## config.mk

```make
export PLATFORM = sky130hd
export DESIGN_NAME = nanorv32_ascii_reg_parser
export DESIGN_NICKNAME = d
export VERILOG_FILES = /design/src/rtl/nanorv32_ascii_reg_parser.sv
export SDC_FILE = /design/constraint.sdc
export NUM_CORES = 1
export LEC_CHECK = 0
export CORE_ASPECT_RATIO = 1.1
export CORE_MARGIN = 3
export CORE_UTILIZATION = 40
export CTS_CLUSTER_DIAMETER = 200
export CTS_CLUSTER_SIZE = 28
export DETAILED_ROUTE_END_ITERATION = 10
export PLACE_DENSITY_LB_ADDON = 0.25
export SETUP_SLACK_MARGIN = 0.05
export SYNTH_ARGS = -nofsm -noshare
export SYNTH_HDL_FRONTEND = slang
export SYNTH_SLANG_ARGS = --single-unit
export TNS_END_PERCENT = 100
```

## constraint.sdc

```tcl
create_clock -name clk -period 6.63 [get_ports clk]
set_input_delay 1.989 -clock clk [delete_from_list [all_inputs] [get_ports clk]]
set_output_delay 1.989 -clock clk [all_outputs]
set_load 0.01 [all_outputs]
```

## src/rtl/nanorv32_ascii_reg_parser.sv

```systemverilog
// ASCII register-name parser: folds a character stream into tokens and decodes each
// token ("a0", "fp", "x17", ...) into a 5-bit RV32 register index with an error flag.
module nanorv32_ascii_reg_parser #(
    parameter int unsigned TOK_LEN = 4
) (
    input  logic       clk,
    input  logic       rst_n,
    input  logic       flush,
    input  logic [7:0] char_in,
    input  logic       char_valid,
    output logic       char_ready,
    output logic [4:0] reg_idx,
    output logic       reg_err,
    output logic       reg_valid,
    input  logic       reg_ready
);

    // The decoder always inspects four characters, so the buffer never shrinks below that.
    localparam int unsigned BufLen = (TOK_LEN > 4) ? TOK_LEN : 4;
    localparam int unsigned LenW   = $clog2(TOK_LEN + 1);

    typedef enum logic [1:0] {StIdle, StAccum, StEmit} state_e;

    state_e                  state_q, state_d;
    logic [BufLen-1:0][7:0]  tok_q, tok_d;
    logic [LenW-1:0]         len_q, len_d;
    logic                    ovf_q, ovf_d;
    logic [4:0]              idx_q, idx_d;
    logic                    err_q, err_d;
    logic                    valid_q, valid_d;

    logic                    accept;
    logic                    is_delim;
    logic [7:0]              ch_fold;
    logic [4:0]              dec_idx;
    logic                    dec_err;

    assign char_ready = (state_q != StEmit) && !flush;
    assign accept     = char_valid && char_ready;
    assign is_delim   = char_in inside {8'h20, 8'h2C, 8'h09, 8'h0D, 8'h0A, 8'h00};
    assign ch_fold    = (char_in >= "A" && char_in <= "Z") ? char_in + 8'h20 : char_in;

    assign reg_idx    = idx_q;
    assign reg_err    = err_q;
    assign reg_valid  = valid_q;

    always_comb begin
        logic [7:0] c0, c1, c2, c3;
        logic [7:0] num;
        logic       hit;
        logic [4:0] val;
        int         n;
        c0  = tok_q[0];
        c1  = tok_q[1];
        c2  = tok_q[2];
        c3  = tok_q[3];
        n   = int'(len_q);
        num = 8'((c1 - 8'h30) * 8'd10 + (c2 - 8'h30));
        hit = 1'b0;
        val = 5'd0;
        if (n == 4) begin
            if ({c0, c1, c2, c3} == "zero") hit = 1'b1;
        end else if (n == 2) begin
            case (c0)
                "r": if (c1 == "a") begin hit = 1'b1; val = 5'd1; end
                "g": if (c1 == "p") begin hit = 1'b1; val = 5'd3; end
                "f": if (c1 == "p") begin hit = 1'b1; val = 5'd8; end
                "s": begin
                    if (c1 == "p") begin
                        hit = 1'b1; val = 5'd2;
                    end else if (c1 == "o") begin
                        hit = 1'b1; val = 5'd8;
                    end else if (c1 inside {["0":"1"]}) begin
                        hit = 1'b1; val = 5'(c1 - 8'h30) + 5'd8;
                    end else if (c1 inside {["2":"9"]}) begin
                        hit = 1'b1; val = 5'(c1 - 8'h32) + 5'd18;
                    end
                end
                "t": begin
                    if (c1 == "p") begin
                        hit = 1'b1; val = 5'd4;
                    end else if (c1 inside {["0":"2"]}) begin
                        hit = 1'b1; val = 5'(c1 - 8'h30) + 5'd5;
                    end else if (c1 inside {["3":"6"]}) begin
                        hit = 1'b1; val = 5'(c1 - 8'h33) + 5'd28;
                    end
                end
                "a": if (c1 inside {["0":"7"]}) begin hit = 1'b1; val = 5'(c1 - 8'h30) + 5'd10; end
                "x": if (c1 inside {["0":"9"]}) begin hit = 1'b1; val = 5'(c1 - 8'h30); end
                default: ;
            endcase
        end else if (n == 3) begin
            if (c0 == "s" && c1 == "1" && c2 inside {["0":"1"]}) begin
                hit = 1'b1;
                val = 5'(c2 - 8'h30) + 5'd26;
            end else if (c0 == "x" && c1 inside {["1":"3"]} && c2 inside {["0":"9"]}
                         && num <= 8'd31) begin
                // c1 excludes '0', so "x05"/"x00" fall through to the error path.
                hit = 1'b1;
                val = num[4:0];
            end
        end
        dec_err = ovf_q || !hit;
        dec_idx = dec_err ? 5'd0 : val;
    end

    always_comb begin
        state_d = state_q;
        tok_d   = tok_q;
        len_d   = len_q;
        ovf_d   = ovf_q;
        idx_d   = idx_q;
        err_d   = err_q;
        valid_d = valid_q;
        if (flush) begin
            state_d = StIdle;
            tok_d   = '0;
            len_d   = '0;
            ovf_d   = 1'b0;
            idx_d   = 5'd0;
            err_d   = 1'b0;
            valid_d = 1'b0;
        end else begin
            unique case (state_q)
                StIdle, StAccum: begin
                    if (accept) begin
                        if (is_delim) begin
                            if (state_q == StAccum) begin
                                idx_d   = dec_idx;
                                err_d   = dec_err;
                                valid_d = 1'b1;
                                state_d = StEmit;
                            end
                        end else begin
                            if (int'(len_q) < int'(TOK_LEN)) begin
                                for (int i = 0; i < int'(BufLen); i++) begin
                                    if (i == int'(len_q)) tok_d[i] = ch_fold;
                                end
                                len_d = len_q + LenW'(1);
                            end else begin
                                ovf_d = 1'b1;
                            end
                            state_d = StAccum;
                        end
                    end
                end
                StEmit: begin
                    if (reg_ready) begin
                        state_d = StIdle;
                        tok_d   = '0;
                        len_d   = '0;
                        ovf_d   = 1'b0;
                        idx_d   = 5'd0;
                        err_d   = 1'b0;
                        valid_d = 1'b0;
                    end
                end
                default: state_d = StIdle;
            endcase
        end
    end

    always_ff @(posedge clk or negedge rst_n) begin
        if (!rst_n) begin
            state_q <= StIdle;
            tok_q   <= '0;
            len_q   <= '0;
            ovf_q   <= 1'b0;
            idx_q   <= 5'd0;
            err_q   <= 1'b0;
            valid_q <= 1'b0;
        end else begin
            state_q <= state_d;
            tok_q   <= tok_d;
            len_q   <= len_d;
            ovf_q   <= ovf_d;
            idx_q   <= idx_d;
            err_q   <= err_d;
            valid_q <= valid_d;
        end
    end

endmodule

```

==> results of run 1 <==
==> cells by family after synthesis <==
logic type / Yosys count / share of synthesized area
buffers and inverters: 36 / 0.0380
AO/OA/AOI/OAI: 90 / 0.175
XOR/XNOR: 14 / 0.0418
flip-flops: 45 / 0.314
AND/OR/NAND/NOR: 124 / 0.190
multiplexers: 40 / 0.122
adder cells (fa/ha/maj): 33 / 0.119
==> worst max path at each step <==
stage | slack, ns | from | depth (start not counted) | end
finish | 0.97 | flush | 4 | char_ready
global route | 0.88 | flush | 4 | char_ready
CTS | 0.97 | flush | 4 | char_ready
detailed placement | 0.97 | flush | 4 | char_ready
global placement | 1.0 | flush | 4 | char_ready
floorplan | 2.05 | flush | 3 | char_ready
==> through the flow <==
| stage | utilization | cell area (um2) | hold WS, ns |
|---|---|---|---|
| 2_1_floorplan | - | 3590 | 0.471 |
| 3_3_place_gp | 0.456 | 3890 | 0.466 |
| 3_5_place_dp | 0.456 | 3890 | 0.485 |
| 4_1_cts | 0.469 | 4010 | 0.505 |
| 5_1_grt | 0.469 | 4010 | 0.516 |
| 6_report | 0.469 | 4010 | 0.499 |
==> power by group through the flow <==
| stage | clock network, mW | logic, mW | registers [mW] |
|---|---|---|---|
| 2_1_floorplan | 0 | 0.419 | 0.371 |
| 3_3_place_gp | 0 | 0.521 | 0.405 |
| 3_5_place_dp | 0 | 0.530 | 0.408 |
| 4_1_cts | 0.213 | 0.534 | 0.402 |
| 5_1_grt | 0.224 | 0.597 | 0.414 |
| 6_report | 0.207 | 0.534 | 0.404 |
==> registers in the layout, summed over array words and instances, names as in the netlist <==
signal / count
len_q: 3
ovf_q: 1
reg_err: 1
reg_idx: 5
reg_valid: 1
state_q: 2
tok_q: 32
==> cells in the final DEF (no fill, tap or decap), drive strengths merged, types with 4 or more instances in the layout <==
cell type and count:
nor3 9, nand4b 4, xnor2 7, xor2 5, or3 6, nand3b 4, and2 9, dfrtp 45
a41oi 4, nand3 5, a21o 5, nand2b 6, a211oi 7, o21ai 17, a32o 4, nor2b 4
ha 31, nor2 33, clkbuf 5, a21oi 22, inv 25, nand2 21, mux2i 10, nand4 5
clkdlybuf4s50 19, o22ai 4, mux2 30
==> layout make-up <==
class,count,area [um2]
Clock inverter,3,46.3
Tap cell,111,139
Timing Repair Buffer,21,203
Sequential cell,45,1130
Multi-Input combinational cell,301,2330
Fill cell,837,4530
Clock buffer,5,68.8
Inverter,26,97.6
==> metal layers <==
metal  up-vias  track usage  routed length, um
li1       1451            -                  -
met1      1465        0.265               4150
met2        80        0.286               4120
met3        23       0.0278                353
met5         -            0                  0
met4         0       0.0591                228
==> qor.log, run 1 <==
INFO  outcome        outcome=finished clean
INFO  critical_path  cell_chain_of_the_critical_path=clkdlybuf4s50_1, or2_2, clkinv_1, clkdlybuf4s50_1
INFO  sta            final-hold-violation-count=0
INFO  synth          synth_edf_count=0
INFO  route          num_vias=3019
INFO  sta            min_period=5.66ns
INFO  grt            groute.usage.overall=0.185
INFO  synth          post_synth_main_area_contributors=sky130_fd_sc_hd__dfrtp_1 31%, sky130_fd_sc_hd__ha_1 11%, sky130_fd_sc_hd__mux2_2 9.4%
INFO  placement      globalplace.congestion=0.887
INFO  pwr            total_switching_power=0.457mW
INFO  placement      placement.setup.worst_slack=0.974ns
INFO  route          antenna_violating_nets_post_route=0
INFO  pwr            leakagePower=1.74nW
INFO  pwr            power.sequential.fraction=0.353
INFO  grt            grt_remaining_overflow=0
INFO  sta            max_freq=0.177GHz
INFO  grt            grt_pass1_vias=2902
INFO  sta            rsz0062_at_grt=false
INFO  critical_path  crit-reg2reg-launch=tok_q[12]
INFO  sta            report.final.setup_viol=0
INFO  critical_path  reg2reg_to=reg_err
INFO  grt            initial_antenna_violation_count=0
INFO  final_layout   count_of_placed_standard_cells_in_the_final_layout_fillers_left_out=512
INFO  sta            fin_worst_skew=0.00634ns
INFO  critical_path  timing.critical_path.required=4.64ns
INFO  clock_tree     cts-hold-fix-buffers=0
INFO  grt            largest_net_degree_at_the_start_of_global_routing=46
INFO  run            cap_viol_max_count=0
INFO  clock_tree     cts.sinks=45
INFO  critical_path  cpMaxStageDelayCell=sky130_fd_sc_hd__clkdlybuf4s50_1
INFO  floorplan      boundaryPins=21
INFO  synth          async_reset_ff_frac=1.00
INFO  clock_tree     insertion_delay=0.30ns
INFO  critical_path  worst-endpoint-arrival=3.67ns
INFO  critical_path  cell_family_contributing_the_most_delay_on_the_critical_path=buffers and inverters
INFO  final_layout   drive_gt1_frac=0.127
INFO  synth          synth.ff_latch_count=45
INFO  pwr            power_per_cell_area=286mW/mm2
INFO  final_layout   design.final.nets=446
INFO  synth          synthTopCellsByCount=45 x sky130_fd_sc_hd__dfrtp_1, 32 x sky130_fd_sc_hd__nor2_1, 31 x sky130_fd_sc_hd__ha_1, 30 x sky130_fd_sc_hd__mux2_2, 25 x sky130_fd_sc_hd__inv_1
INFO  pwr            power.total=1.14mW
INFO  synth          number_of_distinct_library_cell_variants_in_the_gate_level_netlist_after_synthesis=67
INFO  sta            max_slew_headroom=0.348
INFO  route          wire_per_inst=17.3um
INFO  synth          synth_top_area_share=0.314
INFO  floorplan      die_area=0.0101mm2
INFO  floorplan      placement_rows=35
INFO  synth          yosys.cell_count.top_type=sky130_fd_sc_hd__dfrtp_1
INFO  sta            layout_setup_ws=0.972ns
INFO  critical_path  timing.critical_path.buf_inv=3
INFO  synth          syn-instance-count=382
INFO  floorplan      fp.coreArea=0.00854mm2
INFO  min_path       worst_hold_path_type=reg -> reg
INFO  critical_path  timing.reg2reg.setup_slack=2.60ns
INFO  placement      dp_hpwl=6850um
INFO  route          post-route-drc-count=0
INFO  clock_tree     cts-buffers-inserted=5
INFO  floorplan      die_y=105um
INFO  final_layout   area_growth=11.6%
INFO  pwr            power_switching_share=0.399
INFO  synth          synth-main-ff-cell=sky130_fd_sc_hd__dfrtp_1
INFO  synth          largest_area_contributor_in_the_synthesized_netlist=sky130_fd_sc_hd__dfrtp_1
INFO  critical_path  critical_path_peak_fanout=10
INFO  pwr            logic_pwr_share=0.466
INFO  min_path       min_delay_worst_endpoint=reg_idx[0]
INFO  synth          synth.yosys.warnings=0
INFO  route          post_drt_via_cell_ratio=5.90
INFO  critical_path  crit_path_end_kind=output pin
INFO  critical_path  crit_path_start_kind=primary input
INFO  clock_tree     htreeDepth=2
INFO  synth          average_cell_area_after_synthesis=9.40um2
INFO  placement      io_buffers=20
INFO  min_path       hold_startpoint=reg_idx[0]
INFO  floorplan      die_w=96.3um
INFO  placement      post-place-cells=504
INFO  sta            slew_at_the_pin_closest_to_its_max_slew_limit=0.977ns
INFO  clock_tree     cts.reportedPaths.clkPinSlew=0.08ns
INFO  sta            post-route-period-util=0.853
INFO  route          firstDrtPassIters=4
INFO  sta            report.final.slew_viol_count=0
INFO  pwr            p_int=0.688mW
INFO  route          detail_route.wirelength=8860um
INFO  clock_tree     cts-root-to-sink-buffers=2
INFO  critical_path  worst_path_largest_cell_delay=0.57ns
INFO  synth          syn-cell-area=0.00359mm2
INFO  sta            setup_total_negative_slack=0ns
INFO  pwr            worst_ir_drop_vdd=111uV
INFO  critical_path  reg2regPathDepth=15
INFO  critical_path  most_prevalent_standard_cell_on_the_critical_path=sky130_fd_sc_hd__clkdlybuf4s50_1
INFO  pwr            clock_network_fraction_of_design_power=0.181
INFO  synth          synth_seq_area_share=0.314
INFO  min_path       holdPathStages=1
INFO  clock_tree     cts_repair_resizes=0
INFO  route          drt_iter0_markers=150
INFO  clock_tree     postCtsSetupRepairBufs=0
INFO  floorplan      initial_core_util=0.420
INFO  critical_path  worst-setup-path-type=in -> out
INFO  grt            grt_first_pass_wirelength=14800um
INFO  synth          synth.net_count=428
INFO  clock_tree     cts_root_buf=sky130_fd_sc_hd__clkbuf_8
INFO  final_layout   antenna_diode_count=0
INFO  clock_tree     tritoncts=done
Note: power is estimated with default switching activity, not from simulation.
==> run 2: changes to the inputs <==
- CORE_ASPECT_RATIO: 1.1 -> default
- REMOVE_ABC_BUFFERS: default -> 1
==> qor.log, run 2 (same netlist as run 1, synthesis figures left out) <==
INFO  outcome        outcome=finished clean
INFO  clock_tree     cts.sinks=45
INFO  grt            grt_first_pass_wirelength=15100um
INFO  route          antenna_violating_nets_post_route=0
INFO  final_layout   multi_input_comb_area=0.00233mm2
INFO  placement      placement.setup.worst_slack=0.951ns
INFO  pwr            power_per_cell_area=289mW/mm2
INFO  sta            max_freq=0.176GHz
INFO  sta            layout_setup_ws=0.955ns
INFO  grt            grt_remaining_overflow=0
INFO  min_path       worst_hold_path_type=reg -> reg
INFO  final_layout   antenna_diode_count=0
INFO  pwr            leakagePower=1.73nW
INFO  min_path       hold_startpoint=reg_valid
INFO  final_layout   design.final.nets=445
INFO  pwr            power.total=1.15mW
INFO  sta            hold_ws=0.481ns
INFO  floorplan      fp.coreArea=0.00846mm2
INFO  sta            final-hold-violation-count=0
INFO  final_layout   drive_gt1_frac=0.125
INFO  sta            max_slew_headroom=0.317
INFO  sta            min_period=5.67ns
INFO  critical_path  crit-reg2reg-launch=tok_q[10]
INFO  grt            groute.usage.overall=0.190
INFO  floorplan      placement_rows=33
INFO  critical_path  worst_path_largest_cell_delay=0.57ns
INFO  sta            report.final.slew_viol_count=0
INFO  floorplan      boundaryPins=21
INFO  route          detail_route.wirelength=9030um
INFO  floorplan      initial_core_util=0.424
INFO  sta            post-route-period-util=0.856
INFO  critical_path  cpMaxStageDelayCell=sky130_fd_sc_hd__clkdlybuf4s50_1
INFO  clock_tree     htreeDepth=2
INFO  critical_path  setup.worst_path.start=flush
INFO  final_layout   ff_latch_area=0.00113mm2
INFO  route          num_vias=2998
INFO  route          post_drt_via_cell_ratio=5.94
INFO  sta            rsz0062_at_grt=false
INFO  floorplan      die_w=101um
INFO  grt            largest_net_degree_at_the_start_of_global_routing=46
INFO  final_layout   layout.cells.most_common=sky130_fd_sc_hd__dfrtp_1
INFO  final_layout   final.fill_count=816
INFO  final_layout   final_util=0.472
INFO  sta            fin_worst_skew=0.00910ns
INFO  clock_tree     insertion_delay=0.30ns
INFO  critical_path  cell_chain_of_the_critical_path=clkdlybuf4s50_1, or2_2, clkinv_1, clkdlybuf4s50_1
INFO  grt            initial_antenna_violation_count=0
INFO  critical_path  crit_path_start_kind=primary input
INFO  placement      globalplace.congestion=0.910
INFO  clock_tree     cts.reportedPaths.clkPinSlew=0.08ns
INFO  final_layout   largest_register_ff_count=32
INFO  route          post-route-drc-count=0
INFO  placement      place_area=0.00388mm2
INFO  clock_tree     cts-buffers-inserted=5
INFO  final_layout   largest_register=tok_q
INFO  placement      dp_hpwl=7010um
INFO  critical_path  most_prevalent_standard_cell_on_the_critical_path=sky130_fd_sc_hd__clkdlybuf4s50_1
INFO  pwr            worst_ir_drop_vdd=125uV
INFO  final_layout   area_growth=11.4%
INFO  run            cap_viol_max_count=0
INFO  sta            setup_total_negative_slack=0ns
INFO  clock_tree     cts_root_buf=sky130_fd_sc_hd__clkbuf_8
INFO  final_layout   mostFrequentLayoutCells=45 x sky130_fd_sc_hd__dfrtp_1, 32 x sky130_fd_sc_hd__nor2_1, 31 x sky130_fd_sc_hd__ha_1, 30 x sky130_fd_sc_hd__mux2_2, 25 x sky130_fd_sc_hd__inv_1
INFO  critical_path  worst-endpoint-arrival=3.69ns
INFO  critical_path  crit_path_end_kind=output pin
INFO  floorplan      die_y=101um
INFO  floorplan      die_area=0.0101mm2
INFO  sta            report.final.setup_viol=0
INFO  placement      io_buffers=20
INFO  sta            slew_at_the_pin_closest_to_its_max_slew_limit=1.02ns
INFO  route          wire_per_inst=17.9um
INFO  final_layout   count_of_placed_standard_cells_in_the_final_layout_fillers_left_out=505
INFO  route          firstDrtPassIters=4
INFO  clock_tree     cts-root-to-sink-buffers=2
INFO  clock_tree     cts_repair_resizes=0
INFO  grt            grt_pass1_vias=2992
INFO  clock_tree     tritoncts=done
INFO  route          drt_iter0_markers=120
INFO  critical_path  critical_path_peak_fanout=10
INFO  critical_path  worst-setup-path-type=in -> out
INFO  clock_tree     cts-hold-fix-buffers=0
INFO  clock_tree     postCtsSetupRepairBufs=0
INFO  placement      post-place-cells=497
INFO  critical_path  timing.critical_path.required=4.64ns
INFO  final_layout   postLayoutCellArea=0.00400mm2
run 2: cell types whose count changed in the layout (fill, tap and decap cells not counted), sizes merged:
cell / previous run / this run
buf: 2 / 1
clkbuf: 5 / 6
clkinv: 2 / 1
run 2: path summary, 6_finish.rpt:
check / endpoint / slack [ns] / cells after the start
worst max-delay path: char_ready / 0.96 / 4
worst min-delay path: reg_valid / 0.48 / 2
worst max register to register: reg_err / 2.60 / 14
worst min register to register: reg_valid / 0.48 / 2
max in group asynchronous: tok_q[6] / 4.14 / 1
min in group asynchronous: reg_idx[3] / 1.85 / 1
run 2: layout make-up:
class,instances,share of cell area
Clock buffer,6,0.0207
Clock inverter,2,0.00939
Inverter,26,0.0244
Multi-Input combinational cell,301,0.582
Sequential cell,45,0.282
Tap cell,105,0.0329
Timing Repair Buffer,20,0.0488
run 2: where the power goes:
group / switching, mW / internal, mW / total, mW
Combinational: 0.277 / 0.250 / 0.527
Clock: 0.0954 / 0.123 / 0.218
Sequential: 0.0873 / 0.322 / 0.410
run 2: metal layers:
metal	track usage	vias up	wire length, um
met5	0	-	0
met4	0.0580	0	182
met3	0.0318	17	387
met2	0.283	72	4000
met1	0.281	1465	4460
li1	-	1444	-
run 2: worst max-delay path, delay by kind of cell:
kind | cells | cell delay [ns]
AND/OR/NAND/NOR | 1 | 0.42
buffers and inverters | 3 | 1.27
==> run 3: changes to the inputs <==
- clock period: 6.63 -> 7.1 ns (I/O delays scaled with it)
==> qor.log, run 3 (same netlist as run 1, synthesis figures left out) <==
INFO  outcome        outcome=finished clean
INFO  final_layout   antenna_diode_count=0
INFO  clock_tree     postCtsSetupRepairBufs=0
INFO  route          firstDrtPassIters=4
INFO  placement      post-place-cells=497
INFO  floorplan      die_w=101um
INFO  sta            setup_total_negative_slack=0ns
INFO  sta            final-hold-violation-count=0
INFO  route          detail_route.wirelength=9030um
INFO  critical_path  worst_path_largest_cell_delay=0.57ns
INFO  final_layout   largest_register=tok_q
INFO  final_layout   largest_register_ff_count=32
INFO  critical_path  reg2regPathDepth=14
INFO  final_layout   multi_input_comb_area=0.00233mm2
INFO  pwr            power.sequential.fraction=0.357
INFO  placement      dp_hpwl=6880um
INFO  clock_tree     cts.sinks=45
INFO  min_path       holdPathStages=2
INFO  final_layout   final.fill_count=804
INFO  floorplan      placement_rows=33
INFO  sta            report.final.setup_viol=0
INFO  route          drt_iter0_markers=150
INFO  clock_tree     cts_root_buf=sky130_fd_sc_hd__clkbuf_8
INFO  min_path       worst_hold_path_type=reg -> reg
INFO  critical_path  crit_path_start_kind=primary input
INFO  route          antenna_violating_nets_post_route=0
INFO  placement      io_buffers=20
INFO  final_layout   mostFrequentLayoutCells=45 x sky130_fd_sc_hd__dfrtp_1, 32 x sky130_fd_sc_hd__nor2_1, 31 x sky130_fd_sc_hd__ha_1, 30 x sky130_fd_sc_hd__mux2_2, 25 x sky130_fd_sc_hd__inv_1
INFO  pwr            leakagePower=1.74nW
INFO  sta            slew_at_the_pin_closest_to_its_max_slew_limit=0.997ns
INFO  grt            groute.usage.overall=0.187
INFO  sta            fin_worst_skew=0.0171ns
INFO  grt            grt_remaining_overflow=0
INFO  run            cap_viol_max_count=0
INFO  pwr            power_per_cell_area=270mW/mm2
INFO  floorplan      initial_core_util=0.424
INFO  clock_tree     htreeDepth=2
INFO  sta            min_period=5.97ns
INFO  critical_path  cell_family_contributing_the_most_delay_on_the_critical_path=buffers and inverters
INFO  critical_path  worst-setup-path-type=in -> out
INFO  sta            report.final.slew_viol_count=0
INFO  placement      globalplace.congestion=0.909
INFO  final_layout   design.final.nets=445
INFO  critical_path  path_depth=4
INFO  floorplan      die_y=101um
INFO  grt            grt_pass1_vias=2899
INFO  sta            rsz0062_at_grt=false
INFO  critical_path  timing.critical_path.required=4.97ns
INFO  clock_tree     tritoncts=done
INFO  clock_tree     insertion_delay=0.30ns
INFO  clock_tree     cts-root-to-sink-buffers=2
INFO  pwr            logic_pwr_share=0.452
INFO  critical_path  critical_path_peak_fanout=10
INFO  sta            max_freq=0.168GHz
INFO  pwr            total_switching_power=0.436mW
INFO  route          num_vias=2973
INFO  clock_tree     cts.reportedPaths.clkPinSlew=0.10ns
INFO  pwr            clock_network_fraction_of_design_power=0.191
INFO  final_layout   area_growth=11.3%
INFO  grt            grt_first_pass_wirelength=14900um
INFO  critical_path  most_prevalent_standard_cell_on_the_critical_path=sky130_fd_sc_hd__clkdlybuf4s50_1
INFO  route          post_drt_via_cell_ratio=5.89
INFO  clock_tree     cts_repair_resizes=0
INFO  critical_path  crit_path_end_kind=output pin
INFO  floorplan      die_area=0.0101mm2
INFO  critical_path  cell_chain_of_the_critical_path=clkdlybuf4s50_1, or2_2, clkinv_1, clkdlybuf4s50_1
INFO  floorplan      fp.coreArea=0.00846mm2
INFO  sta            post-route-period-util=0.840
INFO  final_layout   count_of_placed_standard_cells_in_the_final_layout_fillers_left_out=505
INFO  clock_tree     cts-buffers-inserted=5
INFO  sta            hold_ws=0.490ns
INFO  critical_path  cpMaxStageDelayCell=sky130_fd_sc_hd__clkdlybuf4s50_1
INFO  critical_path  worst-endpoint-arrival=3.84ns
INFO  final_layout   ff_latch_area=0.00113mm2
INFO  final_layout   final_util=0.472
INFO  route          wire_per_inst=17.9um
INFO  pwr            power.total=1.08mW
INFO  grt            largest_net_degree_at_the_start_of_global_routing=46
INFO  grt            initial_antenna_violation_count=0
INFO  pwr            power_switching_share=0.405
INFO  pwr            p_int=0.640mW
INFO  floorplan      boundaryPins=21
INFO  critical_path  timing.critical_path.buf_inv=3
INFO  final_layout   drive_gt1_frac=0.125
INFO  clock_tree     cts-hold-fix-buffers=0
INFO  route          post-route-drc-count=0
INFO  sta            max_slew_headroom=0.326
INFO  final_layout   layout.cells.most_common=sky130_fd_sc_hd__dfrtp_1
INFO  pwr            worst_ir_drop_vdd=121uV
==> run 3: cell types whose count changed in the layout (fill, tap and decap cells not counted), sizes merged <==
cell      previous run  this run
clkbuf               6         5
clkinvlp             1         0
inv                 25        27
==> run 3: through the flow <==
stage / area, um2 / setup WS [ns]
after floorplan: 3550 / 2.34
after global routing: 3990 / 1.03
after global placement: 3880 / 1.16
after detailed placement: 3880 / 1.12
after CTS: 3990 / 1.12
final: 3990 / 1.13
==> run 3: final timing paths <==
path / slack [ns] / to / start
worst max-delay path: 1.13 / char_ready / flush
max in group asynchronous: 4.48 / tok_q[7] / rst_n
min in group asynchronous: 1.98 / reg_idx[3] / rst_n
worst max register to register: 3.03 / reg_err / tok_q[10]
worst min-delay path: 0.49 / reg_valid / reg_valid
worst min register to register: 0.49 / reg_valid / reg_valid
==> run 3: final cells by class <==
cell class	count	area share
Timing Repair Buffer	20	0.0489
Sequential cell	45	0.282
Inverter	26	0.0244
Multi-Input combinational cell	301	0.583
Clock inverter	3	0.0119
Clock buffer	5	0.0172
Tap cell	105	0.0329
==> run 3: power groups by stage <==
stage                     clock network, mW  logic (mW)  registers, mW
after detailed placement                  0       0.485          0.388
after global placement                    0       0.481          0.385
after floorplan                           0       0.373          0.359
final                                 0.206       0.487          0.385
after CTS                             0.211       0.488          0.383
after global routing                  0.224       0.547          0.395
==> run 3: worst min-delay path, cell delays in order, from the launching register on <==
cell	delay, ns
sky130_fd_sc_hd__dfrtp_1	0.36
sky130_fd_sc_hd__nand2_1	0.05
sky130_fd_sc_hd__nand2_1	0.05
==> run 3: routing by layer <==
| metal | up-vias | track usage | wire, um |
|---|---|---|---|
| li1 | 1436 | - | - |
| met2 | 79 | 0.281 | 3950 |
| met4 | 0 | 0.0653 | 208 |
| met3 | 20 | 0.0346 | 593 |
| met1 | 1438 | 0.269 | 4280 |
| met5 | - | 0 | 0 |
==> RTL change 1 (flow settings as in run 2) <==
The parameter `TOK_LEN` goes from 4 to 8.
--- a/src/rtl/nanorv32_ascii_reg_parser.sv
+++ b/src/rtl/nanorv32_ascii_reg_parser.sv
@@ -2,5 +2,5 @@
 // token ("a0", "fp", "x17", ...) into a 5-bit RV32 register index with an error flag.
 module nanorv32_ascii_reg_parser #(
-    parameter int unsigned TOK_LEN = 4
+    parameter int unsigned TOK_LEN = 8
 ) (
     input  logic       clk,
Function: no difference found for any inputs over 4 cycles, from zero or initial values and one cycle with rst_n low; that may be too few to reach the edited logic, so the function may still have changed.
==> RTL change 1 against run 2 <==
- sequential cell count increased by 1
- largest cell class unchanged
- non-clock buffer count increased by 1
- total power decreased by 3.7%
- area after synthesis increased by 6.5%
- worst setup slack improved by 330 ps
- wire length increased by 10%
- cell area increased by 5.9%
- die area increased by 6.1%
- synthesized cell count increased by 5.8%
- combinational power decreased by 5.1%
==> RTL change 1: results <==
[yosys]
synth_top_cells_by_area = "dfrtp_1 (30%), ha_1 (9.8%), mux2_2 (8.8%)"
ys_types = 78
ys_top_cells_by_count = "dfrtp_1 (46), ha_1 (30), mux2_2 (30)"
synth-xor-area-share_pct = 4.581
synth_compound_area_share_pct = 18.29
yosysSeqAreaShare_pct = 30.10
synth_top_family_by_area = "simple AND/OR/NAND/NOR gates"
synth_warnings = 0
async_flop_share_pct = 100.0
synth_adder_area_share_pct = 10.86
synth.mux.area_fraction_pct = 10.27
ys.flop_type = "dfrtp_1"

[timing]
tightest_slew_ps = 1027
clock_skew_ps = 6.989
finalHoldViolations = 0

[route]
routedWlPerCell_um = 18.10
drt_iter0_drc = 130
num_vias = 3152
first_pass_iters = 4

[grt]
grt_pass1_vias = 3045
grt_usage_pct = 18.47
grt-ovfl-total = 0
met2_usage_pct = 29.86
grt_pass1_wl_mm = 16.13
use_met1_pct = 26.28
use_met3_pct = 2.430
grt_max_degree = 47

[clock_network]
ctsResizeCount = 0
insertion_delay_ps = 300
post_cts_buffers = 0
h-tree-depth = 2
path_clk_slew_ps = 80
cts_inserted_buffers = 5
cts_buffer_depth = 2
root_buffer = "clkbuf_8"

[final_layout]
regMostFlops = "tok_q"
nNetsFinal = 464
largest_reg_flops = 32
n_fill_cell = 910
drive_above_1_share_pct = 13.81
antenna_cells = 0

[placed_design]
hpwlAfterDp_mm = 7.620
place_congestion = 0.9072
port_buffers = 20

[critical_path]
cp_max_fo = 11
cp.arrival_ps = 3360
crit_path_start_kind = "primary input"
worst_path_max_delay_cell = "clkdlybuf4s50_1"
slowest_delay_ps = 600
ff2ff_setup_slack_ps = 2780

[power_and_ir_drop]
p_leak_nw = 1.791
p_int_w = 0.0006691
peakVddDrop_mv = 0.09724

[run_status]
status = "completed"

[worst_hold_path]
hold_class = "reg -> reg"
[RTL change 1: power by group through the flow]
stage | clock [W] | combinational, W | sequential [W]
after floorplan | 0 | 0.000379 | 0.000378
after global placement | 0 | 0.000486 | 0.000404
after detailed placement | 0 | 0.000500 | 0.000406
after CTS | 0.000216 | 0.000503 | 0.000400
after global routing | 0.000226 | 0.000551 | 0.000410
final | 0.000210 | 0.000500 | 0.000402
[RTL change 1: routing by layer]
metal | part of all wire (%) | vias up
met3 | 3.6 | 11
met4 | 1.5 | 0
met1 | 49 | 1526
met2 | 46 | 84
li1 | - | 1531
met5 | 0 | -
[RTL change 1: critical path: cells and delay by family]
family / cells / cell delay [ps]
buffers and inverters: 2 / 1150
AND/OR/NAND/NOR: 1 / 210
[RTL change 1: through the flow]
stage          cell area, sq um  setup slack, ps  std cells  hold WS (ps)
2_1_floorplan              3759             2084        391         473.3
3_3_place_gp               4123             1327        541         458.6
3_5_place_dp               4123             1295        541         465.7
4_1_cts                    4233             1301        549         485.2
5_1_grt                    4233             1203        549         521.5
6_report                   4233             1285        549         481.9
[RTL change 1: path summary, 6_finish.rpt]
kind / from / endpoint / cells past startpoint
min in group asynchronous: rst_n / state_q[1] / 1
max: flush / char_ready / 3
max reg2reg: tok_q[12] / reg_idx[4] / 14
min: reg_valid / reg_valid / 1
min reg2reg: reg_valid / reg_valid / 1
max in group asynchronous: rst_n / reg_idx[2] / 1
[RTL change 1: kinds of logic (layout without fill, tap and decap cells)]
logic type               count (synthesis)  count (layout)
AND/OR/NAND/NOR                        134             134
AO/OA/AOI/OAI                          100             100
flip-flops                              46              46
buffers and inverters                   41              57
multiplexers                            35              35
adder cells (fa/ha/maj)                 32              32
XOR/XNOR                                16              16
[RTL change 1: area by class of cell]
class / count / area (sq um) / share of cell area [%]
clock buffer: 6 / 72.57 / 1.714
sequential: 46 / 1151 / 27.19
timing repair buffer: 21 / 202.7 / 4.789
tap: 129 / 161.4 / 3.813
clock inverter: 2 / 37.54 / 0.8868
multi-input combinational: 317 / 2502 / 59.12
inverter: 28 / 105.1 / 2.483
==> RTL change 2 (flow settings as in run 2) <==
Without the edit above. Re-encode `state_e` (3 states) as one-hot, 3 bits wide.
--- a/src/rtl/nanorv32_ascii_reg_parser.sv
+++ b/src/rtl/nanorv32_ascii_reg_parser.sv
@@ -20,5 +20,5 @@
     localparam int unsigned LenW   = $clog2(TOK_LEN + 1);
 
-    typedef enum logic [1:0] {StIdle, StAccum, StEmit} state_e;
+    typedef enum logic [2:0] {StIdle = 3'b001, StAccum = 3'b010, StEmit = 3'b100} state_e;
 
     state_e                  state_q, state_d;
Check against the original RTL: no difference found for any inputs over 4 cycles, from zero or initial values and one cycle with rst_n low; so few cycles prove little.
==> RTL change 2 against run 2 <==
- area after synthesis up 11%
- utilization fell by 1.2 points
- worst setup slack better by 220 ps
- non-clock buffer count is 1 higher
- first-iteration DRC count rose by 40%
- critical path type unchanged
- wire length up 11%
- sequential cell count grew 1
- cell area increased by 9.0%
- via count rose by 7.5%
Power is not compared: it rests on default switching activity, and its combinational part moved more than twofold at a synthesized area within 25%.
==> RTL change 2: results <==
[run_status]
status = "completed"

[route]
wl_mm = 10.04
routed_via_density = 5.858
first_pass_iters = 5
drt_iter0_drc = 168

[grt]
grt_pass1_vias = 3223
met2_usage_pct = 31.28
use_met1_pct = 24.89
grt_pass1_wl_mm = 16.51
antenna_found_initial = 0
grt_max_degree = 47
grt_usage_pct = 18.36
use_met3_pct = 2.143

[final_layout]
clkCellAreaFrac_pct = 2.067
drive_above_1_share_pct = 19.00
signal_buffers = 21
regMostFlops = "tok_q"
nNetsFinal = 466
n_all_inverters = 23
largest_reg_flops = 32
multi_input_cells = 323
layout.nonclk_buf_share_pct = 4.651
layout.cells.non_filler = 550
seq_cells = 46
antenna_cells = 0
multi_input_area_sq_um = 2665
n_fill_cell = 960
clock_buffers = 5
ff_latch_area_sq_um = 1152

[clock_network]
insertion_delay_ps = 310
cts_inserted_buffers = 5
path_clk_slew_ps = 90
post_cts_buffers = 0
root_buffer = "clkbuf_8"
ctsResizeCount = 0
h-tree-depth = 2

[critical_path]
cp.arrival_ps = 3470
crit_family = "buffers and inverters"
cp_max_fo = 10
worst_path_max_delay_cell = "clkdlybuf4s50_1"

[placed_design]
dp.cells = 542
place_congestion = 0.8795
post-place-ws_ps = 1171
port_buffers = 20
hpwlAfterDp_mm = 7.794

[yosys]
ys_types = 93
synth_warnings = 0
async_flop_share_pct = 100.0
synth_top_cells_by_area = "dfrtp_1 (28%), ha_1 (9.7%), mux2_2 (9.6%)"
ys_top_cells_by_count = "dfrtp_1 (45), mux2_2 (34), ha_1 (31)"
postSynthCellCount = 404
yosysSeqAreaShare_pct = 28.93

[timing]
clock_skew_ps = 8.260
timing.slew.headroom_pct = 32.36

[power_and_ir_drop]
peakVddDrop_mv = 0.1990
p_leak_nw = 1.777

[worst_hold_path]
hold_class = "reg -> reg"
RTL change 2: changes by cell type after synthesis, sizes merged, moves of 5 or more:
| cell | change |
|---|---|
| buf | +8 |
| clkbuf | -6 |
| mux2 | +5 |
| mux2i | -8 |
| nor2 | -13 |
| nor4 | +7 |
| o211ai | +7 |
| o21ai | -5 |
| xnor2 | +5 |
RTL change 2: final timing paths:
kind                                start          to  slack (ps)  depth (start not counted)
worst max-delay path                flush  char_ready        1170                          4
worst min-delay path            reg_valid   reg_valid         480                          1
worst max register to register  tok_q[11]     reg_err        2630                         13
worst min register to register  reg_valid   reg_valid         480                          1
max in group asynchronous           rst_n   tok_q[23]        4160                          1
min in group asynchronous           rst_n   tok_q[29]        1840                          1
RTL change 2: kinds of logic (layout without fill, tap and decap cells):
kind of cell	count (synthesis)	in the layout	share of synthesized area [%]
compound gates	102	102	19.35
buf+inv	35	52	4.177
mux	37	37	10.40
simple gates	135	135	22.11
flops	46	46	28.93
fa+ha+maj	33	33	10.74
xor+xnor	16	16	4.303
RTL change 2: metal layers:
metal  wire, um  vias up
li1           -     1560
met1       4700     1581
met2       4856       73
met3        362        8
met4        118        0
met5          0        -
RTL change 2: per-stage QoR:
stage	hold WS (ps)	util, %	area [sq um]	power (W)
after CTS	488.3	46.07	4358	0.001977
final	484.0	46.07	4358	0.001979
after global placement	461.4	45.12	4268	0.001768
after detailed placement	466.7	45.12	4268	0.001797
after floorplan	472.8	-	3904	0.001479
after global routing	494.7	46.07	4358	0.002126
RTL change 2: report_power, final:
group | total (W) | switching, W | leakage (nW) | internal, W
Combinational | 0.00125 | 0.000657 | 1.13 | 0.000589
Sequential | 0.000558 | 0.000175 | 0.598 | 0.000382
Clock | 0.000177 | 0.000102 | 0.0441 | 0.0000742
Total | 0.00198 | 0.000934 | 1.78 | 0.00105
